==> src/rtl/pc_seq_pkg.sv <==
// Shared encodings for the RV32I multi-cycle sequencer: states, opcodes,
// PC-select and writeback-select codes, plus opcode decode helpers.
package pc_seq_pkg;

   typedef enum logic [2:0] {
      S_IDLE   = 3'd0,
      S_FETCH  = 3'd1,
      S_DECODE = 3'd2,
      S_EXEC   = 3'd3,
      S_MEM    = 3'd4,
      S_WB     = 3'd5,
      S_TRAP   = 3'd6
   } state_t;

   localparam logic [6:0] OP_LOAD   = 7'b0000011;
   localparam logic [6:0] OP_STORE  = 7'b0100011;
   localparam logic [6:0] OP_OP     = 7'b0110011;
   localparam logic [6:0] OP_IMM    = 7'b0010011;
   localparam logic [6:0] OP_LUI    = 7'b0110111;
   localparam logic [6:0] OP_AUIPC  = 7'b0010111;
   localparam logic [6:0] OP_JAL    = 7'b1101111;
   localparam logic [6:0] OP_JALR   = 7'b1100111;
   localparam logic [6:0] OP_BRANCH = 7'b1100011;

   localparam logic [1:0] PCSEL_PCADD4 = 2'b00;
   localparam logic [1:0] PCSEL_IMMGEN = 2'b01;
   localparam logic [1:0] PCSEL_ALU    = 2'b10;

   localparam logic [1:0] WB_ALU = 2'b00;
   localparam logic [1:0] WB_MEM = 2'b01;
   localparam logic [1:0] WB_PC4 = 2'b10;
   localparam logic [1:0] WB_IMM = 2'b11;

   function automatic logic is_legal(input logic [6:0] op);
      case (op)
         OP_LOAD, OP_STORE, OP_OP, OP_IMM, OP_LUI,
         OP_AUIPC, OP_JAL, OP_JALR, OP_BRANCH: is_legal = 1'b1;
         default:                              is_legal = 1'b0;
      endcase
   endfunction

   function automatic logic [1:0] wb_sel_of(input logic [6:0] op);
      case (op)
         OP_LOAD:          wb_sel_of = WB_MEM;
         OP_JAL, OP_JALR:  wb_sel_of = WB_PC4;
         OP_LUI:           wb_sel_of = WB_IMM;
         default:          wb_sel_of = WB_ALU;
      endcase
   endfunction

   // PC source used when an instruction retires from the WB state
   function automatic logic [1:0] wb_pc_sel_of(input logic [6:0] op);
      case (op)
         OP_JAL:  wb_pc_sel_of = PCSEL_IMMGEN;
         OP_JALR: wb_pc_sel_of = PCSEL_ALU;
         default: wb_pc_sel_of = PCSEL_PCADD4;
      endcase
   endfunction

endpackage

==> src/rtl/pc_seq_if.sv <==
// Instruction- and data-memory request/acknowledge handshake of the sequencer.
interface pc_seq_if;
   logic imem_req;
   logic imem_ack;
   logic dmem_req;
   logic dmem_we;
   logic dmem_ack;

   modport master (
      output imem_req, dmem_req, dmem_we,
      input  imem_ack, dmem_ack
   );

   modport slave (
      input  imem_req, dmem_req, dmem_we,
      output imem_ack, dmem_ack
   );
endinterface

==> src/rtl/pc_sequencer_wait_timer.sv <==
// Bounded-wait counter: flags expiry on the cycle the TIMEOUT-th consecutive
// unacknowledged request cycle is seen. TIMEOUT = 0 never expires.
module wait_timer #(
   parameter int TIMEOUT = 15
) (
   input  logic clk,
   input  logic rst_n,
   input  logic clear,
   input  logic waiting,
   input  logic ack,
   output logic expired
);

   localparam int CW = (TIMEOUT > 0) ? $clog2(TIMEOUT + 1) : 1;
   localparam logic [CW-1:0] LAST = CW'((TIMEOUT > 0) ? TIMEOUT - 1 : 0);

   logic [CW-1:0] count;

   always_ff @(posedge clk or negedge rst_n) begin
      if (!rst_n)
         count <= '0;
      else if (clear)
         count <= '0;
      else if (waiting && !ack)
         count <= count + CW'(1);
   end

   // An ack on the limit cycle suppresses expiry
   assign expired = (TIMEOUT > 0) && waiting && !ack && (count == LAST);

endmodule

==> src/rtl/pc_sequencer.sv <==
// Multi-cycle control FSM for the RV32I core: fetch/decode/exec/mem/wb
// sequencing, PC update strobes, retire counting and sticky trap.
module pc_sequencer
   import pc_seq_pkg::*;
#(
   parameter int DWIDTH  = 32,
   parameter int TIMEOUT = 15
) (
   input  logic              clk,
   input  logic              rst_n,
   input  logic              run,
   input  logic [6:0]        opcode,
   input  logic              comparator,
   pc_seq_if.master          mem,
   output logic              ir_load,
   output logic              pc_en,
   output logic [1:0]        pc_select,
   output logic              rf_we,
   output logic [1:0]        wb_sel,
   output logic [2:0]        state_o,
   output logic              trap,
   output logic [DWIDTH-1:0] instret
);

   state_t     state;
   state_t     nxt;
   logic [6:0] op_q;
   logic       imem_req_c;
   logic       dmem_req_c;
   logic       dmem_we_c;
   logic       retire;
   logic       tmr_waiting;
   logic       tmr_ack;
   logic       tmr_expired;

   // Timer inputs come straight from the state so expiry never loops back
   // through the output decode.
   assign tmr_waiting = (state == S_FETCH) || (state == S_MEM);
   assign tmr_ack     = (state == S_FETCH) ? mem.imem_ack : mem.dmem_ack;

   wait_timer #(
      .TIMEOUT (TIMEOUT)
   ) u_wait_timer (
      .clk     (clk),
      .rst_n   (rst_n),
      .clear   (!tmr_waiting),
      .waiting (tmr_waiting),
      .ack     (tmr_ack),
      .expired (tmr_expired)
   );

   always_comb begin
      nxt        = state;
      imem_req_c = 1'b0;
      dmem_req_c = 1'b0;
      dmem_we_c  = 1'b0;
      ir_load    = 1'b0;
      retire     = 1'b0;
      pc_select  = PCSEL_PCADD4;
      rf_we      = 1'b0;
      wb_sel     = WB_ALU;
      trap       = 1'b0;
      case (state)
         S_IDLE: begin
            if (run)
               nxt = S_FETCH;
         end
         S_FETCH: begin
            imem_req_c = 1'b1;
            if (mem.imem_ack) begin
               ir_load = 1'b1;
               nxt     = S_DECODE;
            end else if (tmr_expired) begin
               nxt = S_TRAP;
            end
         end
         S_DECODE: begin
            nxt = is_legal(opcode) ? S_EXEC : S_TRAP;
         end
         S_EXEC: begin
            if (op_q == OP_LOAD || op_q == OP_STORE) begin
               nxt = S_MEM;
            end else if (op_q == OP_BRANCH) begin
               retire    = 1'b1;
               pc_select = comparator ? PCSEL_IMMGEN : PCSEL_PCADD4;
            end else begin
               nxt = S_WB;
            end
         end
         S_MEM: begin
            dmem_req_c = 1'b1;
            dmem_we_c  = (op_q == OP_STORE);
            if (mem.dmem_ack) begin
               if (op_q == OP_STORE)
                  retire = 1'b1;
               else
                  nxt = S_WB;
            end else if (tmr_expired) begin
               nxt = S_TRAP;
            end
         end
         S_WB: begin
            rf_we     = 1'b1;
            wb_sel    = wb_sel_of(op_q);
            pc_select = wb_pc_sel_of(op_q);
            retire    = 1'b1;
         end
         S_TRAP: begin
            trap = 1'b1;
         end
         default: begin
            nxt = S_IDLE;
         end
      endcase
      pc_en = retire;
      // run only gates the start of the next instruction
      if (retire)
         nxt = run ? S_FETCH : S_IDLE;
   end

   always_ff @(posedge clk or negedge rst_n) begin
      if (!rst_n) begin
         state   <= S_IDLE;
         instret <= '0;
      end else begin
         state <= nxt;
         if (retire)
            instret <= instret + DWIDTH'(1);
      end
   end

   always_ff @(posedge clk) begin
      if (state == S_DECODE)
         op_q <= opcode;
   end

   assign mem.imem_req = imem_req_c;
   assign mem.dmem_req = dmem_req_c;
   assign mem.dmem_we  = dmem_we_c;
   assign state_o      = state;

endmodule
==> src/flat_wrapper.sv <==
// flat-port wrapper written by rule: the top's interface ports become plain ports
module pc_sequencer_flat import pc_seq_pkg::*;
#(
   parameter int DWIDTH  = 32,
   parameter int TIMEOUT = 15
)
  (clk, rst_n, run, opcode, comparator, ir_load, pc_en, pc_select, rf_we, wb_sel, state_o, trap, instret, mem_imem_req, mem_dmem_req, mem_dmem_we, mem_imem_ack, mem_dmem_ack);
  pc_seq_if mem_i ();
  input  logic clk;
  input  logic rst_n;
  input  logic run;
  input  logic [6:0] opcode;
  input  logic comparator;
  output logic ir_load;
  output logic pc_en;
  output logic [1:0] pc_select;
  output logic rf_we;
  output logic [1:0] wb_sel;
  output logic [2:0] state_o;
  output logic trap;
  output logic [DWIDTH-1:0] instret;
  output wire logic [$bits(mem_i.imem_req)-1:0] mem_imem_req;
  output wire logic [$bits(mem_i.dmem_req)-1:0] mem_dmem_req;
  output wire logic [$bits(mem_i.dmem_we)-1:0] mem_dmem_we;
  input wire logic [$bits(mem_i.imem_ack)-1:0] mem_imem_ack;
  input wire logic [$bits(mem_i.dmem_ack)-1:0] mem_dmem_ack;
  assign mem_imem_req = mem_i.imem_req;
  assign mem_dmem_req = mem_i.dmem_req;
  assign mem_dmem_we = mem_i.dmem_we;
  assign mem_i.imem_ack = mem_imem_ack;
  assign mem_i.dmem_ack = mem_dmem_ack;
  pc_sequencer #(.DWIDTH(DWIDTH), .TIMEOUT(TIMEOUT)) u_core (.clk(clk), .rst_n(rst_n), .run(run), .opcode(opcode), .comparator(comparator), .mem(mem_i), .ir_load(ir_load), .pc_en(pc_en), .pc_select(pc_select), .rf_we(rf_we), .wb_sel(wb_sel), .state_o(state_o), .trap(trap), .instret(instret));
endmodule
==> config.mk <==
export PLATFORM = sky130hd
export DESIGN_NAME = pc_sequencer_flat
export DESIGN_NICKNAME = d
export VERILOG_FILES = /design/src/rtl/pc_seq_pkg.sv /design/src/rtl/pc_seq_if.sv /design/src/rtl/pc_sequencer_wait_timer.sv /design/src/rtl/pc_sequencer.sv /design/src/flat_wrapper.sv
export SDC_FILE = /design/constraint.sdc
export NUM_CORES = 1
export LEC_CHECK = 0
export BUFFER_PORTS_ARGS = -buffer_cell sky130_fd_sc_hd__buf_2
export CAP_MARGIN = 20
export CORE_ASPECT_RATIO = 0.5
export CORE_MARGIN = 2
export CORE_UTILIZATION = 58
export DETAILED_ROUTE_END_ITERATION = 12
export GPL_TIMING_DRIVEN = 0
export PLACE_DENSITY = 0.91
export SYNTH_ARGS = -nofsm -noshare
export SYNTH_HDL_FRONTEND = slang
export SYNTH_SLANG_ARGS = --single-unit
==> constraint.sdc <==
create_clock -name clk -period 4.9 [get_ports clk]
set_input_delay 0.98 -clock clk [delete_from_list [all_inputs] [get_ports clk]]
set_output_delay 0.98 -clock clk [all_outputs]
set_load 0.02 [all_outputs]
==> flow_metrics.tcl, run 1 <==
set metrics [dict create \
    vdd_drop_max_mv 0.210 \
    cp.required_ps 3920 \
    path_max_fanout 10 \
    synth_area_sq_mm 0.00248 \
    remaining_drc_errors 0 \
    hold_path_class "flop to flop" \
    io_buffer_count 58 \
    start_util 0.621 \
    place_worst_setup_slack_ps 1780 \
    cts_hold_buf 0 \
    gp_congestion 0.748 \
    holdPathStages 1 \
    wl_per_cell_um 15.4 \
    fin_nets 319 \
    pwr_density_cell_mw_per_mm2 357 \
    timing.final.crit_share 0.667 \
    antenna_left 0 \
    dp_cells 350 \
    cts_setup_buffers 0 \
    switching_share 0.363 \
    ys_seq_elements 46 \
    fin_cells 358 \
    synth_edf_count 7 \
    cpMaxStageDelayCell "nor4_4" \
    ys_seq_area_frac 0.477 \
    grt_max_degree 40 \
    leakagePower_nw 1.43 \
    p_int_mw 0.666 \
    total_power_mw 1.05 \
    regArea_sq_mm 0.00119 \
    hold_viol 0 \
    maxClockFrequency_mhz 306 \
    synthCells 238 \
    clockBufferDepth 2 \
    max-slew-margin-rel 0.409 \
    grt_pass1_wl_um 8930 \
    min_from "u_core.instret[31]$_DFFE_PN0N_" \
    path_cells "buf_6, or3b_4, nor4_4, or3_2, clkbuf_2, buf_2" \
    path_depth 6 \
    dp_hpwl_um 3980 \
    cts_made_buffers 5 \
    finClkSkew_ps 11.8 \
    grt_pass1_vias 1894 \
    slowest_delay_ps 520 \
    worst_pin_slew_ps 880 \
    antenna_found_initial 0 \
    drt_wl_total_um 5510 \
    vias_per_cell 5.67 \
    synth_flop_cell "dfrtp_1" \
    cts_num_sinks 46 \
    post_cts_resized 0 \
    coreArea_sq_mm 0.00400 \
    fin_setup_tns_ps 0 \
    multiInputGateArea_sq_mm 0.00119 \
    drt_iter0_drc 79 \
    clk_pin_slew_ps 90 \
    syn_area_per_cell_sq_um 10.4 \
    dieArea_sq_mm 0.00486 \
    io_pins 59 \
    arrival_ps 2290 \
    crit_path_end_kind "output pin" \
    pwr-share-clk 0.225 \
    ys_warn_count 0 \
    crit_type "flop to output pin" \
    async_flop_share 0.848 \
    drive_above_1_share 0.313 \
    syn_nets 254 \
    setup-violations-final 0 \
    fp.dieW_um 96.6 \
    cp-startpoint "u_core.state_o[0]$_DFFE_PN0P_" \
    yosysUniqueCellTypes 49 \
    cap_violations 0 \
    vias 2029 \
    grt_usage 0.246 \
    fillers 293 \
    ctsHtreeMaxLevel 2 \
    die_h_um 50.3 \
    slew_viol_final 0 \
    power.switching_mw 0.379 \
    status "completed" \
    crit_family "simple AND/OR/NAND/NOR gates" \
    clkLatencyLatePin_ps 310 \
    grt-ovfl-total 0 \
    reg2regPathDepth 6 \
    first_pass_iters 5 \
    rows 16 \
    critPathBufInv 3 \
    r2r-start "u_core.state_o[0]$_DFFE_PN0P_" \
    pwr-share-comb 0.326 \
    root_buffer "clkbuf_8" \
    cts_tree "yes" \
    finalCriticalPeriod_ps 3270 \
    rsz0062_at_grt "no" \
    antenna_cells 0 \
    setup_slack_ps 1630 \
    seqPwrFrac 0.450 \
    areaGrowthSynthToFinish_pct 17.9 \
    critPathLaunchType "flop" \
]
[cells in the mapped netlist (4+ instances only)]
cell type / instances / share of area
xor2_1: 19 / 0.067
nand2_1: 20 / 0.030
edfxtp_1: 7 / 0.085
inv_1: 14 / 0.021
xnor2_1: 12 / 0.042
nor4_2: 4 / 0.020
nand4_1: 10 / 0.025
a21oi_1: 9 / 0.018
buf_6: 4 / 0.018
dfrtp_1: 39 / 0.39
nor2_1: 17 / 0.026
nand2b_1: 4 / 0.010
nand3_1: 8 / 0.016
nor3_1: 17 / 0.034
[metal layers]
layer	vias to the layer above	routed length, um	track usage
met5	-	0	0
met1	987	2370	0.312
met3	6	267	0.0571
met2	65	2800	0.413
li1	971	-	-
met4	0	72	0.0892
[flip-flops by register name (all words and copies together), names as in the netlist]
name and count:
u_core.instret 32, u_core.u_wait_timer.count 4, u_core.op_q 7, u_core.state_o 3
[final cells by class]
cell class	instances	area share
inverters	14	0.0179
repair buffers	58	0.0991
well taps	54	0.0231
clock buffers	6	0.0248
clock inverters	2	0.00470
plain buffers	7	0.0196
flip-flops and latches	46	0.405
multi-input cells	171	0.406
[through the flow]
step / hold WS (ps) / cell area, sq um / utilization
after floorplan: 464 / 2480 / -
after global placement: 451 / 2840 / 0.710
after detailed placement: 454 / 2840 / 0.710
after CTS: 470 / 2930 / 0.732
after global routing: 489 / 2930 / 0.732
final: 466 / 2930 / 0.732
[worst paths after layout]
kind | slack, ps | to
worst max-delay path | 1630 | pc_en
max in group asynchronous | 3570 | u_core.instret[22]$_DFFE_PN0N_
worst max register to register | 2640 | u_core.instret[1]$_DFFE_PN0N_
worst min register to register | 470 | u_core.instret[31]$_DFFE_PN0N_
min in group asynchronous | 780 | u_core.instret[1]$_DFFE_PN0N_
worst min-delay path | 470 | u_core.instret[31]$_DFFE_PN0N_
[cell families after synthesis]
family                     count (synthesis)  synth area share
buffers and inverters                     21            0.0443
muxes                                      1           0.00453
DFF                                       46             0.477
AOI/OAI and AO/OA                         30            0.0947
and+or+nand+nor                          106             0.255
adders and majority gates                  3            0.0151
xor gates and xnor gates                  31             0.109
[layout by cell type (no fill, tap or decap), types with 3 or more instances in the layout]
| cell type | count |
|---|---|
| buf_2 | 58 |
| dfrtp_1 | 39 |
| nand2_1 | 20 |
| xor2_1 | 19 |
| nor3_1 | 17 |
| nor2_1 | 17 |
| inv_1 | 14 |
| xnor2_1 | 12 |
| nand4_1 | 10 |
| a21oi_1 | 9 |
| nand3_1 | 8 |
| edfxtp_1 | 7 |
| clkbuf_8 | 5 |
| buf_6 | 4 |
| nand2b_1 | 4 |
| nor4_2 | 4 |
| nand3b_1 | 3 |
| clkbuf_1 | 3 |
| or3_2 | 3 |
| nor3_2 | 3 |
| o21ai_0 | 3 |
| a211oi_1 | 3 |
| ha_1 | 3 |
[power groups by stage]
stage                     clock network [mW]  registers (mW)  logic [mW]
after floorplan                            0           0.495       0.222
after global placement                     0           0.474       0.323
after detailed placement                   0           0.477       0.338
after CTS                              0.237           0.470       0.340
after global routing                   0.253           0.476       0.376
final                                  0.235           0.470       0.341
(Power assumes the default switching activity.)
==> run 2, diff against run 1 <==
--- a/config.mk
+++ b/config.mk
@@ -9,10 +9,10 @@
 export CAP_MARGIN = 20
 export CORE_ASPECT_RATIO = 0.5
 export CORE_MARGIN = 2
-export CORE_UTILIZATION = 58
+export CORE_UTILIZATION = 48
 export DETAILED_ROUTE_END_ITERATION = 12
 export GPL_TIMING_DRIVEN = 0
-export PLACE_DENSITY = 0.91
+export PLACE_DENSITY = 0.81
 export SYNTH_ARGS = -nofsm -noshare
 export SYNTH_HDL_FRONTEND = slang
 export SYNTH_SLANG_ARGS = --single-unit
==> constraint.sdc (replaced) <==
create_clock -name clk -period 2.7 [get_ports clk]
set_input_delay 0.54 -clock clk [delete_from_list [all_inputs] [get_ports clk]]
set_output_delay 0.54 -clock clk [all_outputs]
set_load 0.02 [all_outputs]
==> run 2 against run 1 <==
  * Combinational power increased by 83%
  * First-iteration DRC count decreased by 11%
  * Clock skew increased by 1.8 ps
  * Sequential power increased by 82%
  * Utilization decreased by 13 points
  * Routed wire length decreased by 0.82%
  * Power increased by 85%
  * Setup slack got worse by 1500 ps
  * Critical path depth unchanged
  * Highest routed layer unchanged
==> flow_metrics.tcl, run 2 (synthesized netlist as in run 1, its figures left out) <==
set metrics [dict create \
    largestRegisters "u_core.instret: 32 flops, u_core.op_q: 7 flops, u_core.u_wait_timer.count: 4 flops" \
    fin_nets 324 \
    cp.required_ps 2160 \
    grt_pass1_wl_um 8820 \
    coreArea_sq_mm 0.00495 \
    setup-violations-final 0 \
    p_int_mw 1.24 \
    cts_made_buffers 5 \
    finalCriticalPeriod_ps 2580 \
    pwr-share-comb 0.323 \
    critPathLaunchType "flop" \
    gp_congestion 0.870 \
    path_max_fanout 10 \
    clockBufferDepth 2 \
    finClkSkew_ps 13.5 \
    pwr_density_cell_mw_per_mm2 645 \
    areaGrowthSynthToFinish_pct 20.5 \
    regArea_sq_mm 0.00119 \
    clk_pin_slew_ps 90 \
    grt-ovfl-total 0 \
    grt_pass1_vias 1948 \
    multiInputGateArea_sq_mm 0.00119 \
    cts_num_sinks 46 \
    leakagePower_nw 1.46 \
    path_cells "buf_6, or3b_4, nor4_4, or3_2, clkbuf_2, buf_2" \
    drive_above_1_share 0.324 \
    dieArea_sq_mm 0.00580 \
    root_buffer "clkbuf_8" \
    vias 2050 \
    io_buffer_count 58 \
    hold_viol 0 \
    vdd_drop_max_mv 0.394 \
    worst_pin_slew_ps 859 \
    drt_iter0_drc 70 \
    power.switching_mw 0.688 \
    die_h_um 54.9 \
    total_power_mw 1.93 \
    vias_per_cell 5.41 \
    cpMaxStageDelayCell "dfrtp_1" \
    max-slew-margin-rel 0.423 \
    timing.final.crit_share 0.955 \
    slew_viol_final 0 \
    clkLatencyLatePin_ps 310 \
    crit_type "flop to output pin" \
    largest_reg_flops 32 \
    remaining_drc_errors 0 \
    antenna_found_initial 0 \
    final_cell_mix "58 x buf_2, 39 x dfrtp_1, 20 x nand2_1, 19 x xor2_1" \
    switching_share 0.356 \
    fillers 421 \
    hold_path_class "primary input to asynchronous set/reset pin" \
    cap_violations 0 \
    rsz0062_at_grt "no" \
    pwr-share-clk 0.235 \
    rows 18 \
    grt_usage 0.196 \
    ctsHtreeMaxLevel 2 \
    dp_hpwl_um 3930 \
    largest-register "u_core.instret" \
    antenna_cells 0 \
    first_pass_iters 4 \
    drt_wl_total_um 5460 \
    status "completed" \
    slowest_delay_ps 400 \
    fp.dieW_um 106 \
    start_util 0.502 \
    cts_hold_buf 0 \
    io_pins 59 \
    fin_setup_tns_ps 0 \
    arrival_ps 2040 \
    seqPwrFrac 0.442 \
    final_common_cell "buf_2" \
    grt_max_degree 40 \
    crit_path_end_kind "output pin" \
    cts_tree "yes" \
    maxClockFrequency_mhz 388 \
    antenna_left 0 \
    wl_per_cell_um 14.4 \
]
## run 2: critical path, delay by kind of cell, from the launching register on
kind	cells	cell delay, ps
simple gates	3	880
buf+inv	3	460
flops	1	400
## run 2: per-layer routing
metal / wire length [um] / track usage
met3: 275 / 0.0452
met2: 2710 / 0.353
met1: 2390 / 0.237
met5: 0 / 0
met4: 92 / 0.0789
## run 2: power groups by stage
stage	combinational [mW]	clock, mW	sequential (mW)
3_3_place_gp	0.588	0	0.863
2_1_floorplan	0.402	0	0.898
6_report	0.624	0.454	0.854
5_1_grt	0.684	0.489	0.865
4_1_cts	0.611	0.458	0.854
3_5_place_dp	0.607	0	0.867
## run 2: layout make-up
class,count,area share
Timing Repair Buffer,63,0.109
Multi-Input combinational cell,171,0.397
Sequential cell,46,0.396
Buffer,7,0.0192
Tap cell,70,0.0292
Clock inverter,1,0.00292
Inverter,14,0.0175
Clock buffer,7,0.0288
## run 2: worst paths after layout
check,from,endpoint,slack (ps),cells past startpoint
worst max-delay path,u_core.state_o[0]$_DFFE_PN0P_,pc_en,120,6
worst min-delay path,rst_n,u_core.instret[3]$_DFFE_PN0N_,330,1
worst max register to register,u_core.instret[2]$_DFFE_PN0N_,u_core.instret[26]$_DFFE_PN0N_,400,6
worst min register to register,u_core.instret[31]$_DFFE_PN0N_,u_core.instret[31]$_DFFE_PN0N_,460,1
max in group asynchronous,rst_n,u_core.u_wait_timer.count[1]$_DFFE_PN0P_,1810,1
min in group clk,opcode[1],u_core.op_q[1]$_DFFE_PP_,420,1
## run 2: metrics by stage
step                 util  hold WS [ps]  instances  instance area, sq um  worst slack [ps]
global route        0.605           416        379                  3000              11.1
detailed placement  0.578           455        366                  2860               196
global placement    0.578           459        366                  2860               215
finish              0.605           335        379                  3000               121
CTS                 0.602           380        377                  2980              75.6
floorplan               -           244        238                  2480               292
## run 2: what timing repair did
action | in CTS | in global routing
pin swaps | 2 | 1
gates resized for setup | 0 | 0
endpoints found under the setup margin | 1 | 1
buffers inserted | 3 | 2
==> run 3, diff against run 2 <==
--- a/config.mk
+++ b/config.mk
@@ -5,14 +5,15 @@
 export SDC_FILE = /design/constraint.sdc
 export NUM_CORES = 1
 export LEC_CHECK = 0
+export ABC_AREA = 1
 export BUFFER_PORTS_ARGS = -buffer_cell sky130_fd_sc_hd__buf_2
 export CAP_MARGIN = 20
 export CORE_ASPECT_RATIO = 0.5
 export CORE_MARGIN = 2
-export CORE_UTILIZATION = 48
+export CORE_UTILIZATION = 56
 export DETAILED_ROUTE_END_ITERATION = 12
 export GPL_TIMING_DRIVEN = 0
-export PLACE_DENSITY = 0.81
+export PLACE_DENSITY = 0.87
 export SYNTH_ARGS = -nofsm -noshare
 export SYNTH_HDL_FRONTEND = slang
 export SYNTH_SLANG_ARGS = --single-unit
==> constraint.sdc (replaced) <==
create_clock -name clk -period 2.9 [get_ports clk]
set_input_delay 0.58 -clock clk [delete_from_list [all_inputs] [get_ports clk]]
set_output_delay 0.58 -clock clk [all_outputs]
set_load 0.02 [all_outputs]
==> run 3 against run 2 <==
  * Sequential power up 2%
  * Clock power down 16%
  * Critical path depth up 1
  * Critical path type unchanged
==> flow_metrics.tcl, run 3 <==
set metrics [dict create \
    regArea_sq_mm 0.00119 \
    rsz0062_at_grt "no" \
    reg2regPathDepth 10 \
    ys_seq_area_frac 0.394 \
    cts_setup_buffers 0 \
    slew_viol_final 0 \
    setup-violations-final 0 \
    grt_usage 0.261 \
    vdd_drop_max_mv 0.524 \
    io_buffer_count 58 \
    clk_pin_slew_ps 90 \
    synth_flop_cell "dfrtp_1" \
    syn_nets 455 \
    yosysUniqueCellTypes 29 \
    switching_share 0.416 \
    final_util 0.687 \
    fin_setup_tns_ps 0 \
    leakagePower_nw 1.74 \
    crit_type "flop to output pin" \
    crit_family "simple AND/OR/NAND/NOR gates" \
    remaining_drc_errors 0 \
    cts_tree "yes" \
    ys_seq_elements 46 \
    status "completed" \
    vias 3044 \
    grt_pass1_wl_um 12400 \
    arrival_ps 1870 \
    first_pass_iters 5 \
    timing.final.crit_share 0.844 \
    vias_per_cell 5.29 \
    start_util 0.596 \
    grt_max_degree 40 \
    synth_top_area_cell "dfrtp_1" \
    synth_area_sq_mm 0.00301 \
    fin_nets 520 \
    critPathBufInv 2 \
    synth_area_leaders "dfrtp_1 32%, nand2_1 22%, edfxtp_1 7.0%" \
    seqPwrFrac 0.439 \
    worstReg2RegEnd "u_core.instret[30]$_DFFE_PN0N_" \
    grt_pass1_vias 2715 \
    multiInputGateArea_sq_mm 0.00156 \
    place_worst_setup_slack_ps 796 \
    fillers 428 \
    die_h_um 55.8 \
    dieArea_sq_mm 0.00601 \
    place_area_sq_mm 0.00339 \
    max-slew-margin-rel 0.411 \
    grt-ovfl-total 0 \
    r2r_setup_slack_ps 930 \
    pwr_density_cell_mw_per_mm2 572 \
    cpMaxStageDelayCell "edfxtp_1" \
    path_common_cell "nor2_1" \
    async_flop_share 0.848 \
    maxClockFrequency_mhz 409 \
    final_cell_mix "173 x nand2_1, 58 x buf_2, 54 x nor2_1, 46 x inv_1, 39 x dfrtp_1" \
    areaGrowthSynthToFinish_pct 15.2 \
    path_cells "nor2_1, nand2_1, nor2_1, nand2_2, nand3_4, buf_6, buf_2" \
    path_max_fanout 10 \
    cts_hold_buf 0 \
    syn_area_per_cell_sq_um 6.85 \
    critPathLaunchType "flop" \
    hold_path_class "primary input to asynchronous set/reset pin" \
    post_cts_resized 0 \
    yosysMostFrequentCell "nand2_1" \
    antenna_found_initial 0 \
    root_buffer "clkbuf_8" \
    wl_per_cell_um 12.9 \
    slowest_delay_ps 460 \
    cts_num_sinks 46 \
    p_int_mw 1.16 \
    synth_edf_count 7 \
    cts_made_buffers 5 \
    crit_path_end_kind "output pin" \
    cp.required_ps 2320 \
    largest_reg_flops 32 \
    clkLatencyLatePin_ps 300 \
    finClkSkew_ps 10.1 \
    final_common_cell "nand2_1" \
    largestRegisters "u_core.instret: 32 flops, u_core.op_q: 7 flops, u_core.u_wait_timer.count: 4 flops" \
    clockBufferDepth 2 \
    worst_pin_slew_ps 883 \
    antenna_left 0 \
    largest-register "u_core.instret" \
    io_pins 59 \
    gp_congestion 0.943 \
    power.switching_mw 0.825 \
    dp_hpwl_um 5840 \
    rows 18 \
    yosys-top-cells-count "173 x nand2_1, 54 x nor2_1, 46 x inv_1" \
    setup_slack_ps 453 \
    hold_viol 0 \
    drive_above_1_share 0.180 \
    pwr-share-comb 0.368 \
    cap_violations 0 \
    drt_iter0_drc 174 \
    ys_warn_count 0 \
    antenna_cells 0 \
    final_cell_area_sq_mm 0.00347 \
    ctsHtreeMaxLevel 2 \
    pwr-share-clk 0.192 \
    r2r-start "u_core.instret[0]$_DFFE_PN0N_" \
    synthCells 439 \
    finalCriticalPeriod_ps 2450 \
    coreArea_sq_mm 0.00504 \
    drt_wl_total_um 7400 \
    fp.dieW_um 108 \
    total_power_mw 1.98 \
    synth_top_area_share 0.324 \
]
run 3: cell count changes after synthesis, moves of 4 or more:
| cell | delta |
|---|---|
| a21oi_1 | -8 |
| xor2_1 | -11 |
| o21ai_0 | +11 |
| nand2b_1 | -4 |
| o21ai_1 | +8 |
| inv_2 | +4 |
| nand2_2 | +5 |
| nand2_1 | +153 |
| xnor2_1 | -9 |
| nor2_1 | +37 |
| nor4_2 | -4 |
| inv_1 | +32 |
| nand3_1 | +17 |
| nand4_1 | -5 |
run 3: worst max-delay path by stage:
| stage | start | slack [ps] | endpoint | cells past startpoint |
|---|---|---|---|---|
| finish | u_core.op_q[3]$_DFFE_PP_ | 450 | pc_en | 7 |
| global route | u_core.state_o[0]$_DFFE_PN0P_ | 270 | pc_select[0] | 7 |
| CTS | u_core.op_q[3]$_DFFE_PP_ | 460 | pc_en | 7 |
| detailed placement | u_core.op_q[3]$_DFFE_PP_ | 800 | pc_en | 7 |
| global placement | u_core.op_q[3]$_DFFE_PP_ | 810 | pc_en | 7 |
| floorplan | u_core.state_o[0]$_DFFE_PN0P_ | 690 | wb_sel[0] | 6 |
run 3: cell type report:
| type | instances | area share |
|---|---|---|
| clock buffer | 8 | 0.0231 |
| buffer | 6 | 0.0195 |
| multi-input combinational | 336 | 0.450 |
| tap | 70 | 0.0253 |
| sequential | 46 | 0.342 |
| inverter | 51 | 0.0560 |
| timing repair buffer | 58 | 0.0838 |
run 3: cells by family after synthesis:
kind of cell / share of synthesized area
AOI/OAI and AO/OA: 0.0495
DFF: 0.394
and+or+nand+nor: 0.419
xor gates and xnor gates: 0.0374
adders and majority gates: 0.0125
buffers and inverters: 0.0869
run 3: metrics by stage:
stage               instances  hold slack [ps]
CTS                       575              427
global route              575              452
finish                    575              398
detailed placement        567              532
floorplan                 439              284
global placement          567              508
run 3: power by group through the flow:
stage | combinational, mW | sequential [mW] | clock, mW
final | 0.731 | 0.872 | 0.381
after global routing | 0.809 | 0.887 | 0.415
after CTS | 0.731 | 0.869 | 0.383
after detailed placement | 0.729 | 0.882 | 0
after global placement | 0.704 | 0.875 | 0
after floorplan | 0.446 | 0.932 | 0
run 3: worst register-to-register path, stage by stage (launching register included):
cell     delay [ps]
dfrtp_1         510
ha_1            360
nand3_2         180
nor2_2          190
inv_1            80
nor2_1          250
nand2_1          90
nand2_1          60
nand2_1          40
nand2_1          50
nand2_1          50
run 3: metal layers:
layer	track usage	part of all wire
met5	0	0
met4	0.0366	0.0061
met3	0.0539	0.077
met2	0.423	0.47
met1	0.369	0.45
